**src/rtl/mux4_rr_scheduler.sv**
```systemverilog
// Round-robin scheduler that owns the select pair of a shared 4:1 WIDTH-bit mux
// and registers the granted requester's beats into one backpressured output stage.
module mux4_rr_scheduler #(
  parameter int WIDTH     = 8,
  parameter int MAX_BURST = 4
) (
  input  logic             clk,
  input  logic             rst_n,
  input  logic [3:0]       req_valid,
  input  logic [3:0]       req_last,
  input  logic [WIDTH-1:0] req_data0,
  input  logic [WIDTH-1:0] req_data1,
  input  logic [WIDTH-1:0] req_data2,
  input  logic [WIDTH-1:0] req_data3,
  output logic [3:0]       req_ready,
  output logic [3:0]       grant,
  output logic             sel0,
  output logic             sel1,
  output logic [WIDTH-1:0] out_data,
  output logic             out_valid,
  input  logic             out_ready,
  output logic             busy
);

  typedef enum logic {
    IDLE  = 1'b0,
    GRANT = 1'b1
  } state_t;

  localparam logic [3:0] LAST_BEAT = 4'(MAX_BURST - 1);

  state_t           state_r, state_s;
  logic [1:0]       idx_r, idx_s;
  logic [3:0]       grant_r, grant_s;
  logic [3:0]       count_r, count_s;
  logic [WIDTH-1:0] data_r, data_s, sel_data_s;
  logic             valid_r, valid_s;
  logic             can_accept_s;
  logic             xfer_s;
  logic [3:0]       ready_s;

  // First set requester after the last grant, wrapping around; last grant is lowest priority.
  function automatic logic [1:0] rr_pick(input logic [3:0] v, input logic [1:0] last);
    logic [1:0] cand;
    logic       found;
    rr_pick = last;
    found   = 1'b0;
    for (int k = 1; k <= 4; k++) begin
      cand = last + 2'(k);
      if (!found && v[cand]) begin
        rr_pick = cand;
        found   = 1'b1;
      end else begin
        found = found;
      end
    end
  endfunction

  // Source mux driven by the registered select.
  always_comb begin
    case (idx_r)
      2'd0:    sel_data_s = req_data0;
      2'd1:    sel_data_s = req_data1;
      2'd2:    sel_data_s = req_data2;
      2'd3:    sel_data_s = req_data3;
      default: sel_data_s = req_data0;
    endcase
  end

  // Arbitration FSM next state, burst accounting and output stage update.
  always_comb begin
    state_s      = state_r;
    idx_s        = idx_r;
    grant_s      = grant_r;
    count_s      = count_r;
    data_s       = data_r;
    valid_s      = valid_r;
    can_accept_s = !valid_r || out_ready;
    ready_s      = 4'b0000;
    xfer_s       = 1'b0;

    case (state_r)
      IDLE: begin
        if (req_valid != 4'b0000) begin
          idx_s   = rr_pick(req_valid, idx_r);
          grant_s = 4'b0001 << idx_s;
          state_s = GRANT;
        end else begin
          state_s = IDLE;
        end
      end
      GRANT: begin
        ready_s = grant_r & {4{can_accept_s}};
        xfer_s  = req_valid[idx_r] && can_accept_s;
        // idx_r is kept on release so it serves as last_grant for the next scan.
        if (!req_valid[idx_r] ||
            (xfer_s && (req_last[idx_r] || count_r == LAST_BEAT))) begin
          state_s = IDLE;
          grant_s = 4'b0000;
          count_s = 4'd0;
        end else if (xfer_s) begin
          count_s = count_r + 4'd1;
        end else begin
          count_s = count_r;
        end
      end
      default: begin
        state_s = IDLE;
        grant_s = 4'b0000;
        count_s = 4'd0;
      end
    endcase

    if (xfer_s) begin
      data_s  = sel_data_s;
      valid_s = 1'b1;
    end else if (out_ready) begin
      valid_s = 1'b0;
    end else begin
      valid_s = valid_r;
    end
  end

  // State and output registers; reset parks the select on requester 3.
  always_ff @(posedge clk or negedge rst_n) begin
    if (!rst_n) begin
      state_r <= IDLE;
      idx_r   <= 2'd3;
      grant_r <= 4'b0000;
      count_r <= 4'd0;
      data_r  <= '0;
      valid_r <= 1'b0;
    end else begin
      state_r <= state_s;
      idx_r   <= idx_s;
      grant_r <= grant_s;
      count_r <= count_s;
      data_r  <= data_s;
      valid_r <= valid_s;
    end
  end

  assign req_ready = ready_s;
  assign grant     = grant_r;
  assign sel0      = idx_r[1];
  assign sel1      = idx_r[0];
  assign out_data  = data_r;
  assign out_valid = valid_r;
  assign busy      = (state_r == GRANT);

endmodule

```
**config.mk**
```make
export PLATFORM = sky130hd
export DESIGN_NAME = mux4_rr_scheduler
export DESIGN_NICKNAME = d
export VERILOG_FILES = /design/src/rtl/mux4_rr_scheduler.sv
export SDC_FILE = /design/constraint.sdc
export NUM_CORES = 1
export LEC_CHECK = 0
export ABC_CLOCK_PERIOD_IN_PS = 2400
export BUFFER_PORTS_ARGS = -buffer_cell sky130_fd_sc_hd__buf_2
export CAP_MARGIN = 20
export CORE_AREA = 2 2 45 79
export CTS_BUF_LIST = sky130_fd_sc_hd__clkbuf_4
export DETAILED_ROUTE_END_ITERATION = 16
export DIE_AREA = 0 0 47 81
export PLACE_DENSITY = 0.76
export SETUP_SLACK_MARGIN = 0.4
export SLEW_MARGIN = 20
export SYNTH_ARGS = -nofsm -noshare
export SYNTH_HDL_FRONTEND = slang
export SYNTH_SLANG_ARGS = --single-unit
```
**constraint.sdc**
```tcl
create_clock -name clk -period 2.4 [get_ports clk]
set_input_delay 0.48 -clock clk [delete_from_list [all_inputs] [get_ports clk]]
set_output_delay 0.48 -clock clk [all_outputs]
set_load 0.02 [all_outputs]
```
Word-level counts from Yosys, hierarchy flattened
Index checks and enable logic that the tools add are counted.
{ "totals": {"register_bits": 20, "latchBits": 0, "mem_bits_rw": 0, "mem_bits_ro": 0, "input_bits": 43, "output_inout_bits": 20, "elab_cells": 81, "n_memories": 0} }
{ "op_classes": {"n_addsub": 4, "multipliers": 0, "div_mod_pow": 0, "n_lt_le_gt_ge": 4, "n_eq_ne": 6, "n_shift": 1, "n_mux": 38, "bitwise_logic": 2, "reduce_logical": 20} }
{ "op_table": {"columns": ["operator", "n"], "rows": [
  ["case mux 8 bit (4 select lines)", 1],
  ["two-way mux 4 bit", 5],
  ["two-way mux 1 bit", 19],
  ["less-than comparator 2 x 3 -> 1 bit (second input constant)", 4],
  ["two-way mux 2 bit", 6],
  ["binary-select mux 1 bit (select 2 bit)", 5],
  ["case mux 4 bit (2 select lines)", 1],
  ["AND reduction 2 bit", 3],
  ["logical AND 1 bit", 5],
  ["logical NOT 1 bit", 5],
  ["adder 2 bit (second input constant)", 2],
  ["adder 4 x 1 -> 4 bit (second input constant)", 1],
  ["bitwise AND 4 bit", 1],
  ["equality test 2 bit (second input constant)", 2],
  ["equality test 4 x 2 -> 1 bit (second input constant)", 1],
  ["nonzero test 2 bit", 2],
  ["nonzero test 4 bit", 1],
  ["<< shifter 1 x 2 -> 4 bit (first input constant)", 1],
  ["logical OR 1 bit", 3],
  ["adder 2 x 1 -> 2 bit (second input constant)", 1],
  ["equality test 2 x 1 -> 1 bit (second input constant)", 1],
  ["logical NOT 2 bit", 1],
  ["inequality test 2 x 1 -> 1 bit (second input constant)", 1],
  ["inequality test 2 bit (second input constant)", 1],
  ["other kinds (2)", 2]
]} }

Longest topological paths before layout
Gate-level depths: netlist (run 1).
{ "depth": {"ltp_word": 24, "depth_mapped": 8, "ltp_nobuf": 7} }

Worst setup path before layout (run 1)
Ideal clock, no wire load.
{ "synth_path": {"path_type": "register -> register", "startpoint": "reg idx_r[0]", "endpoint": "reg grant_r[0] (netlist: grant[0])", "setup_time_ns": 0.122, "arrival_time_ns": 2.326, "required_ns": 2.278, "slack_ns": -0.048, "stages_incl_launch_ff": 9, "path_buffers": 1, "period_less_slack_ns": 2.448, "cell_sequence": "dfstp_2 -> buf_6 -> inv_1 -> ha_1 -> mux4_2 -> or2_1 -> a21o_1 -> a31o_1 -> a32o_1"} }
{ "synth_between": {"elab_chain_len": 24, "elab_cells_between_ends": 44, "classes_between": "3 x add/sub; 1 x eq/ne; 1 x shift; 27 x mux; 12 x reduce/logical"} }
{ "synth_lines": {"columns": ["element", "line_no", "text"], "rows": [
  ["from (decl)", "33", "logic [1:0] idx_r, idx_s;"],
  ["from (signal assigned)", "135", "idx_r <= idx_s;"],
  ["adder 2 x 1 -> 2 bit", "49", "cand = last + 2'(k);"],
  ["binary-select mux 1 bit (select 2 bit)", "50", "if (!found && v[cand]) begin"],
  ["two-way mux 1 bit (not written as such)", "50", null],
  ["two-way mux 1 bit", "50", null],
  ["two-way mux 1 bit", "84", "if (req_valid != 4'b0000) begin"],
  ["two-way mux 1 bit", "82", "case (state_r)"],
  ["logical NOT 1 bit", "50", null],
  ["logical AND 1 bit", "50", null],
  ["[... 8 more ...]", null, null],
  ["logical NOT 1 bit", "50", null],
  ["logical AND 1 bit", "50", null],
  ["two-way mux 2 bit", "50", null],
  ["two-way mux 2 bit", "84", null],
  ["two-way mux 2 bit", "82", null],
  ["<< shifter 1 x 2 -> 4 bit", "86", "grant_s = 4'b0001 << idx_s;"],
  ["two-way mux 4 bit", "84", null],
  ["case mux 4 bit (2 select lines)", "82", null],
  ["to (signal assigned)", "136", "grant_r <= grant_s;"],
  ["to (decl)", "34", "logic [3:0] grant_r, grant_s;"]
]} }
Several ways; a longest one is shown, not always the timed one. The select of a mux whose other input is x is not followed.
A chain may end at the register's enable or synchronous reset.

Worst setup path after layout (run 1)
Same ends and word-level chain as after synthesis.

==> results.toml, run 1 <==
[floorplan]
std_cell_rows = 28
dieArea_um2 = 3810
start_util_pct = 41.0
fp.dieW_um = 47
ios = 63
die_h_um = 81
coreArea_um2 = 3220

[yosys]
synth_compound_area_share_pct = 22.1
synth_fa_ha_area_share_pct = 4.73
yosys.area.top_type = "dfrtp_1"
yosysWarnings = 0
synth_top_family_by_area = "compound AO/OA/AOI/OAI gates"
ys_ff_latch = 20
synth_mux_area_share_pct = 13.5
syn_area_um2 = 1320
async_reset_ff_share_pct = 100
mappedNetlistNets = 185
synthCells = 137
synth_top_area_share_pct = 34.1
synth_ff_type = "dfrtp_1"
ys_seq_area_share_pct = 38.1
synth_edf_count = 0
yosysUniqueCellTypes = 33
synthTopCellsByArea = "dfrtp_1 34%, mux4_2 8.5%, a222oi_1 6.1%"
syn_avg_cell_area_um2 = 9.64
synth_xor_area_share_pct = 1.33
synthSimpleGateAreaFrac_pct = 15.7

[timing]
post-route-min-period_ps = 2340
worst_pin_slew_ps = 494
period_share_pct = 97.7
grt_setup_unrepaired = "true"
clock_skew_ps = 0.980
drv_slew = 0
fmax_mhz = 427
postLayoutSetupSlackWorst_ps = 56.0
hold_viol_final = 0
holdWs_ps = 95.5
setup_viol = 0
slew_headroom_pct = 67.0

[layout]
final_cell_mix = "62 x buf_2, 18 x dfrtp_1, 17 x buf_4"
diodes = 0
nFillCells = 290
nets = 264
layout-drive-gt1-share_pct = 50.7
syn_to_final_growth_pct = 49.4
fin_util_pct = 61.3
postLayoutCellArea_um2 = 1970
layout_commonest_cell = "buf_2"

[critical_path]
path_class = "flop to flop"
cp-end-kind = "flop"
cp.arrival_ps = 2550
worstPathCellList = "buf_4 -> mux4_1 -> nand2b_4 -> a21o_1 -> a31o_1 -> a32o_1"
crit_buf_inv = 1
cp-start-kind = "flop"
worst_path_dominant_cell_family = "compound AO/OA/AOI/OAI gates"
cpMaxStageDelayCell = "dfstp_2"
cp_data_required_time_ps = 2610
cp_max_fo = 4
slowest_delay_ps = 610

[place]
gp_congestion = 0.861
place_area_um2 = 1690
port_buffers = 62
dp_hpwl_mm = 2.74
post-place-ws_ps = 99.2

[route]
drt_wl_total_mm = 4.07
firstDrtPassIters = 4
drtAntennaViolNets = 0
drt-vias-per-instance = 5.42
vias = 1410
drtIter0Drc = 53
avgRoutedWirePerCell_um = 15.7
route.detailed.drc = 0

[clock_tree]
clock_latency_ps = 300
clock-sinks = 20
cts_buffers = 3
cts.clk_slew.worst_paths_ps = 110
htree_levels = 1
cts_hold_buf = 0
clock_path_buffers = 2
cts_root_buf = "clkbuf_4"
cts_tree = "built"

[global_routing]
grt_overflow = 0
grtUsageTotal_pct = 21.5
grt_pass1_wl_mm = 5.98
grt_pass1_vias = 1347
grt_max_degree = 21
grt_antenna_before_repair = 0

[power]
irDropWorstVdd_mv = 0.825
p_per_area_nw_per_um2 = 1520
leakagePower_nw = 0.982

[run]
drv_cap = 0

[min_path]
min_path_type = "input pin to asynchronous set/reset pin"

[run_status]
outcome = "completed"
-- cells in the mapped netlist (all sizes together) (3+ instances only) --
master / count
a222oi: 8
clkbuf: 7
inv: 6
o2bb2ai: 3
nor2: 10
nand3: 3
a21oi: 10
nand2b: 5
dfrtp: 18
mux2i: 4
ha: 5
nor3: 3
and3: 4
mux4: 6
nand2: 14
o21ai: 11
-- per-stage QoR --
step / setup TNS, ps / power, mW / std cells
detailed placement: 0 / 2.12 / 239
global route: -29.6 / 3.19 / 260
finish: 0 / 2.99 / 260
floorplan: 0 / 1.74 / 137
global placement: 0 / 2.08 / 239
CTS: 0 / 2.72 / 256
-- layout make-up --
cell class | instances | area (um2) | share of cell area [%]
repair buffers | 82 | 475 | 24.1
multi-input cells | 103 | 860 | 43.5
clock buffers | 3 | 22.5 | 1.14
inverters | 6 | 27.5 | 1.39
clock inverters | 1 | 30.0 | 1.52
well taps | 45 | 56.3 | 2.85
flip-flops and latches | 20 | 503 | 25.5
-- worst reg2reg max path: stages (launching register included) --
cell and delay [ps]:
dfstp_2 610, buf_4 160, mux4_1 590, nand2b_4 180
a21o_1 210, a31o_1 240, a32o_1 250
-- per-layer routing --
metal  track usage (%)  vias up  routed length (um)  share of wire (%)
met4              12.5        0                 189                4.6
li1                  -      672                   -                  -
met1              24.8      674                1570                 38
met5                 0        -                   0                  0
met3              2.44       18                 141                3.5
met2              36.2       46                2170                 53
-- power by group --
part	internal, mW	switching [mW]	total [mW]
clock network	0.169	0.107	0.276
registers	0.477	0.0990	0.576
logic	1.03	1.11	2.14
-- path summary, 6_finish.rpt --
kind | startpoint | to | slack [ps] | cells past startpoint
max | idx_r[0]$_DFFE_PN1P_ | grant[0]$_DFFE_PN0P_ | 60 | 6
min | rst_n | out_data[4]$_DFFE_PN0P_ | 100 | 1
max reg2reg | idx_r[0]$_DFFE_PN1P_ | grant[0]$_DFFE_PN0P_ | 60 | 6
min reg2reg | out_data[6]$_DFFE_PN0P_ | out_data[6]$_DFFE_PN0P_ | 480 | 2
max in group asynchronous | rst_n | idx_r[1]$_DFFE_PN1P_ | 1970 | 1
min in group clk | req_data0[6] | out_data[6]$_DFFE_PN0P_ | 460 | 3
-- state kept, by name, indices dropped and copies added (netlist names) --
name       cells
idx_r          2
grant          4
out_data       8
busy           1
count_r        4
out_valid      1
-- timing repair --
item / CTS / global route
endpoints found under the setup margin: 9 / 18
gates resized for setup: 11 / 13
pin swaps: 7 / 6
buffers inserted: 13 / 4
-- logic make-up (layout without fill, tap and decap cells) --
kind of cell,Yosys count,in the layout
mux,10,10
xor+xnor,2,2
simple gates,44,44
buf+inv,14,92
flops,20,20
fa+ha+maj,5,5
compound gates,42,42
No activity file was read; power rests on OpenSTA's default activity.
==> run 2: changes to the inputs <==
--- a/config.mk
+++ b/config.mk
@@ -5,7 +5,7 @@
 export SDC_FILE = /design/constraint.sdc
 export NUM_CORES = 1
 export LEC_CHECK = 0
-export ABC_CLOCK_PERIOD_IN_PS = 2400
+export ABC_CLOCK_PERIOD_IN_PS = 2100
 export BUFFER_PORTS_ARGS = -buffer_cell sky130_fd_sc_hd__buf_2
 export CAP_MARGIN = 20
 export CORE_AREA = 2 2 45 79
@@ -13,6 +13,7 @@
 export DETAILED_ROUTE_END_ITERATION = 16
 export DIE_AREA = 0 0 47 81
 export PLACE_DENSITY = 0.76
+export REMOVE_ABC_BUFFERS = 1
 export SETUP_SLACK_MARGIN = 0.4
 export SLEW_MARGIN = 20
 export SYNTH_ARGS = -nofsm -noshare
==> constraint.sdc (replaced) <==
create_clock -name clk -period 2.1 [get_ports clk]
set_input_delay 0.42 -clock clk [delete_from_list [all_inputs] [get_ports clk]]
set_output_delay 0.42 -clock clk [all_outputs]
set_load 0.02 [all_outputs]
==> results.toml, run 2 (same netlist as run 1, synthesis figures left out) <==
[run_status]
outcome = "finished, violations left"
failed_checks = "negative setup slack"

[clock_tree]
cts.clk_slew.worst_paths_ps = 110
clock-sinks = 20
clock_latency_ps = 310
cts_root_buf = "clkbuf_4"
clock_path_buffers = 2
cts_buffers = 3
htree_levels = 1
cts_tree = "built"

[timing]
period_share_pct = 107
postLayoutSetupSlackWorst_ps = -140
fmax_mhz = 446
worst_pin_slew_ps = 452
setup_tns_ps = -459
setup_viol = 5
grt_setup_unrepaired = "true"
slew_headroom_pct = 69.8
post-route-min-period_ps = 2240
clock_skew_ps = 4.70
hold_viol_final = 0
drv_slew = 0

[floorplan]
die_h_um = 81
fp.dieW_um = 47
dieArea_um2 = 3810
std_cell_rows = 28
coreArea_um2 = 3220
start_util_pct = 41.0
ios = 63

[layout]
nets = 268
syn_to_final_growth_pct = 57.8
final_cell_mix = "60 x buf_2, 18 x dfrtp_1, 13 x buf_6"
largest_reg_flops = 8
layout_commonest_cell = "buf_2"
layout-drive-gt1-share_pct = 59.8
postLayoutCellArea_um2 = 2080
diodes = 0

[power]
finalPower_mw = 3.67
p_per_area_nw_per_um2 = 1760
leakagePower_nw = 1.04
irDropWorstVdd_mv = 0.962

[route]
firstDrtPassIters = 5
avgRoutedWirePerCell_um = 14.9
route.detailed.drc = 0
vias = 1436
drt_wl_total_mm = 3.93
drtAntennaViolNets = 0
drtIter0Drc = 54
drt-vias-per-instance = 5.44

[critical_path]
worst_path_dominant_cell_family = "compound AO/OA/AOI/OAI gates"
reg2reg_slack_ps = -140
worstPathCellList = "buf_6 -> mux4_2 -> or2_1 -> a21o_1 -> a31o_1 -> a32o_1"
worst-path-stages = 6
cp-end-kind = "flop"
cp_max_fo = 4
path_class = "flop to flop"
cpMaxStageDelayCell = "dfstp_2"
crit_path_end = "grant[0]$_DFFE_PN0P_"
reg2reg_to = "grant[0]$_DFFE_PN0P_"
slowest_delay_ps = 570
r2r.worst_path.cells = 6
cp-startpoint = "idx_r[0]$_DFFE_PN1P_"
regToRegStartpoint = "idx_r[0]$_DFFE_PN1P_"
cp.arrival_ps = 2450
cp-start-kind = "flop"
cp_data_required_time_ps = 2310
crit_buf_inv = 1

[run]
drv_cap = 0

[place]
place_area_um2 = 1730
gp_congestion = 0.818
port_buffers = 62
post-place-ws_ps = -120
dp_hpwl_mm = 2.71

[global_routing]
grt_overflow = 0
grtUsageTotal_pct = 20.8
grt_pass1_wl_mm = 5.66
grt_max_degree = 21
grt_antenna_before_repair = 0
grt_pass1_vias = 1273

[min_path]
min_path_type = "input pin to asynchronous set/reset pin"
-- run 2: cell types whose count changed in the layout (fill, tap and decap cells not counted), moves of 2 or more --
cell / previous run / this run
nand2_4: 0 / 3
o21ai_1: 1 / 6
buf_4: 17 / 12
buf_2: 62 / 60
buf_6: 2 / 13
nand2_1: 12 / 2
nand2_2: 1 / 9
o21ai_0: 10 / 0
o21ai_2: 0 / 5
nand2b_1: 3 / 1
-- run 2: worst min path at each step --
stage | start | endpoint | slack (ps) | depth (start not counted)
2_1_floorplan | rst_n | busy$_DFF_PN0_ | 120 | 0
3_3_place_gp | rst_n | out_data[7]$_DFFE_PN0P_ | 390 | 1
3_5_place_dp | rst_n | out_data[7]$_DFFE_PN0P_ | 390 | 1
4_1_cts | rst_n | out_data[7]$_DFFE_PN0P_ | 50 | 1
5_1_grt | rst_n | count_r[0]$_DFFE_PN0P_ | 60 | 1
6_report | rst_n | out_data[7]$_DFFE_PN0P_ | 40 | 1
-- run 2: final cells by class --
cell class	instances	area (um2)
multi-input cells	103	898
inverters	6	22.5
clock buffers	3	22.5
clock inverters	1	30.0
repair buffers	86	552
flip-flops and latches	20	503
fillers	249	1140
well taps	45	56.3
-- run 2: layer usage --
metal  track usage [%]  vias to the layer above  wire length, um
li1                  -                      683                -
met1              24.4                      678             1510
met2              35.8                       61             2110
met3              2.22                       14              196
met4              10.0                        0              110
met5                 0                        -                0
-- run 2: repair_timing --
action                                  CTS  global route
hold buffers                              0             0
cloned                                    2             0
endpoints found under the setup margin   21            26
pin swaps                                10            14
setup buffers                             9             2
resized for setup                        39            27
-- run 2: stage by stage --
step | hold slack, ps | std cells | utilization, %
after floorplan | 124 | 129 | -
after global placement | 393 | 247 | 53.8
after detailed placement | 393 | 247 | 53.8
after CTS | 48.7 | 262 | 61.4
after global routing | 60.6 | 264 | 64.7
final | 35.6 | 264 | 64.7
-- run 2: power by group --
group | switching [mW] | internal [mW]
Sequential | 0.128 | 0.545
Clock | 0.122 | 0.193
Combinational | 1.35 | 1.33
Total | 1.60 | 2.07
==> run 3: changes to the inputs <==
--- a/config.mk
+++ b/config.mk
@@ -12,8 +12,8 @@
 export CTS_BUF_LIST = sky130_fd_sc_hd__clkbuf_4
 export DETAILED_ROUTE_END_ITERATION = 16
 export DIE_AREA = 0 0 47 81
+export GPL_TIMING_DRIVEN = 0
 export PLACE_DENSITY = 0.76
-export REMOVE_ABC_BUFFERS = 1
 export SETUP_SLACK_MARGIN = 0.4
 export SLEW_MARGIN = 20
 export SYNTH_ARGS = -nofsm -noshare
==> results.toml, run 3 (same netlist as run 1, synthesis figures left out) <==
[run_status]
outcome = "finished, violations left"
failed_checks = "negative setup slack"

[power]
switchingPower_mw = 1.60
combPwrFrac_pct = 76.7
p_per_area_nw_per_um2 = 1680
p_seq_share_pct = 18.2
p_int_mw = 1.95
finalPower_mw = 3.54
irDropWorstVdd_mv = 1.11
clkPwrFrac_pct = 5.1
p_sw_share_pct = 45.0
leakagePower_nw = 1.03

[timing]
slew_headroom_pct = 53.0
postLayoutSetupSlackWorst_ps = -213
clock_skew_ps = 1.57
period_share_pct = 110
worst_pin_slew_ps = 699
post-route-min-period_ps = 2310
holdWs_ps = 60.4
fmax_mhz = 432
grt_setup_unrepaired = "true"
setup_viol = 8
hold_viol_final = 0
drv_slew = 0

[critical_path]
crit_buf_inv = 2
cp_max_fo = 3
cp.arrival_ps = 2510
cp-start-kind = "flop"
path_class = "flop to flop"
worstPathCellList = "buf_8 -> buf_12 -> mux4_2 -> or2_4 -> a21o_1 -> a31o_1 -> a32o_1"
cp-end-kind = "flop"
slowest_delay_ps = 570
cp_data_required_time_ps = 2290
cpMaxStageDelayCell = "dfstp_2"
worst_path_dominant_cell_family = "compound AO/OA/AOI/OAI gates"

[clock_tree]
cts.clk_slew.worst_paths_ps = 110
cts_root_buf = "clkbuf_4"
clock_latency_ps = 290
cts_tree = "built"
cts_hold_buf = 0
htree_levels = 1
clock-sinks = 20
cts_buffers = 3
clock_path_buffers = 2

[route]
drt-vias-per-instance = 5.37
drtIter0Drc = 53
firstDrtPassIters = 4
vias = 1439
route.detailed.drc = 0
drtAntennaViolNets = 0
avgRoutedWirePerCell_um = 14.5
drt_wl_total_mm = 3.89

[floorplan]
dieArea_um2 = 3810
ios = 63
fp.dieW_um = 47
coreArea_um2 = 3220
die_h_um = 81
std_cell_rows = 28
start_util_pct = 41.0

[place]
post-place-ws_ps = -281
port_buffers = 62
dp_hpwl_mm = 2.74
gp_congestion = 0.821

[global_routing]
grt_pass1_wl_mm = 5.40
grtUsageTotal_pct = 19.2
grt_max_degree = 21
grt_antenna_before_repair = 0
grt_pass1_vias = 1337
grt_overflow = 0

[layout]
syn_to_final_growth_pct = 59.8
diodes = 0
layout-drive-gt1-share_pct = 57.8
final_cell_mix = "62 x buf_2, 18 x dfrtp_1, 13 x buf_4"
layout_commonest_cell = "buf_2"
largest_reg_flops = 8
nets = 272
fin_util_pct = 65.5

[min_path]
min_path_type = "input pin to asynchronous set/reset pin"

[run]
drv_cap = 0
run 3: changes by cell type in the layout (fill, tap and decap cells not counted), sizes merged:
cell	delta
clkbuf	+7
buf	-3
bufinv	-1
clkinv	+1
run 3: stage by stage:
stage | instances | area, um2 | TNS, ps
2_1_floorplan | 137 | 1380 | -516
3_3_place_gp | 244 | 1740 | -817
3_5_place_dp | 244 | 1740 | -989
4_1_cts | 258 | 1940 | -597
5_1_grt | 268 | 2110 | -1800
6_report | 268 | 2110 | -862
run 3: worst paths after layout:
| kind | start | endpoint | slack [ps] | cells after the start |
|---|---|---|---|---|
| worst min register to register | out_data[1]$_DFFE_PN0P_ | out_data[1]$_DFFE_PN0P_ | 490 | 2 |
| min in group clk | req_data0[3] | out_data[3]$_DFFE_PN0P_ | 390 | 3 |
| worst max-delay path | idx_r[0]$_DFFE_PN1P_ | grant[0]$_DFFE_PN0P_ | -210 | 7 |
| worst min-delay path | rst_n | grant[3]$_DFFE_PN0P_ | 60 | 1 |
| max in group asynchronous | rst_n | idx_r[0]$_DFFE_PN1P_ | 1700 | 1 |
| worst max register to register | idx_r[0]$_DFFE_PN1P_ | grant[0]$_DFFE_PN0P_ | -210 | 7 |
run 3: cell type report:
cell class                      instances  area [um2]
Clock inverter                          1        3.75
Timing Repair Buffer                   82         499
Inverter                                6        30.0
Sequential cell                        20         503
Clock buffer                            3        22.5
Multi-Input combinational cell        103         920
Fill cell                             295        1110
Buffer                                  8        76.3
Tap cell                               45        56.3
run 3: timing repair:
action / in CTS / in global routing
gates cloned: 0 / 1
buffers inserted: 10 / 9
resized for setup: 30 / 22
pin swaps: 10 / 4
endpoints found under the hold margin: 0 / 0
setup endpoints to repair: 24 / 24
run 3: worst register-to-register path, delay by kind of cell (launching register included):
family                 cells  cell delay, ps
AO/OA/AOI/OAI              3             630
buffers and inverters      2             240
flip-flops                 1             570
multiplexers               1             500
AND/OR/NAND/NOR            1             280
run 3: metal layers:
layer	routed length, um	global-route usage [%]
met5	0	0
met4	58	8.06
met3	256	3.33
met2	2240	37.5
met1	1330	17.6
run 3: power by group through the flow:
stage / Combinational (mW) / Sequential [mW] / Clock [mW]
floorplan: 1.25 / 0.804 / 0
global placement: 1.82 / 0.661 / 0
detailed placement: 1.85 / 0.666 / 0
CTS: 2.30 / 0.636 / 0.189
global route: 2.93 / 0.661 / 0.207
finish: 2.72 / 0.643 / 0.181
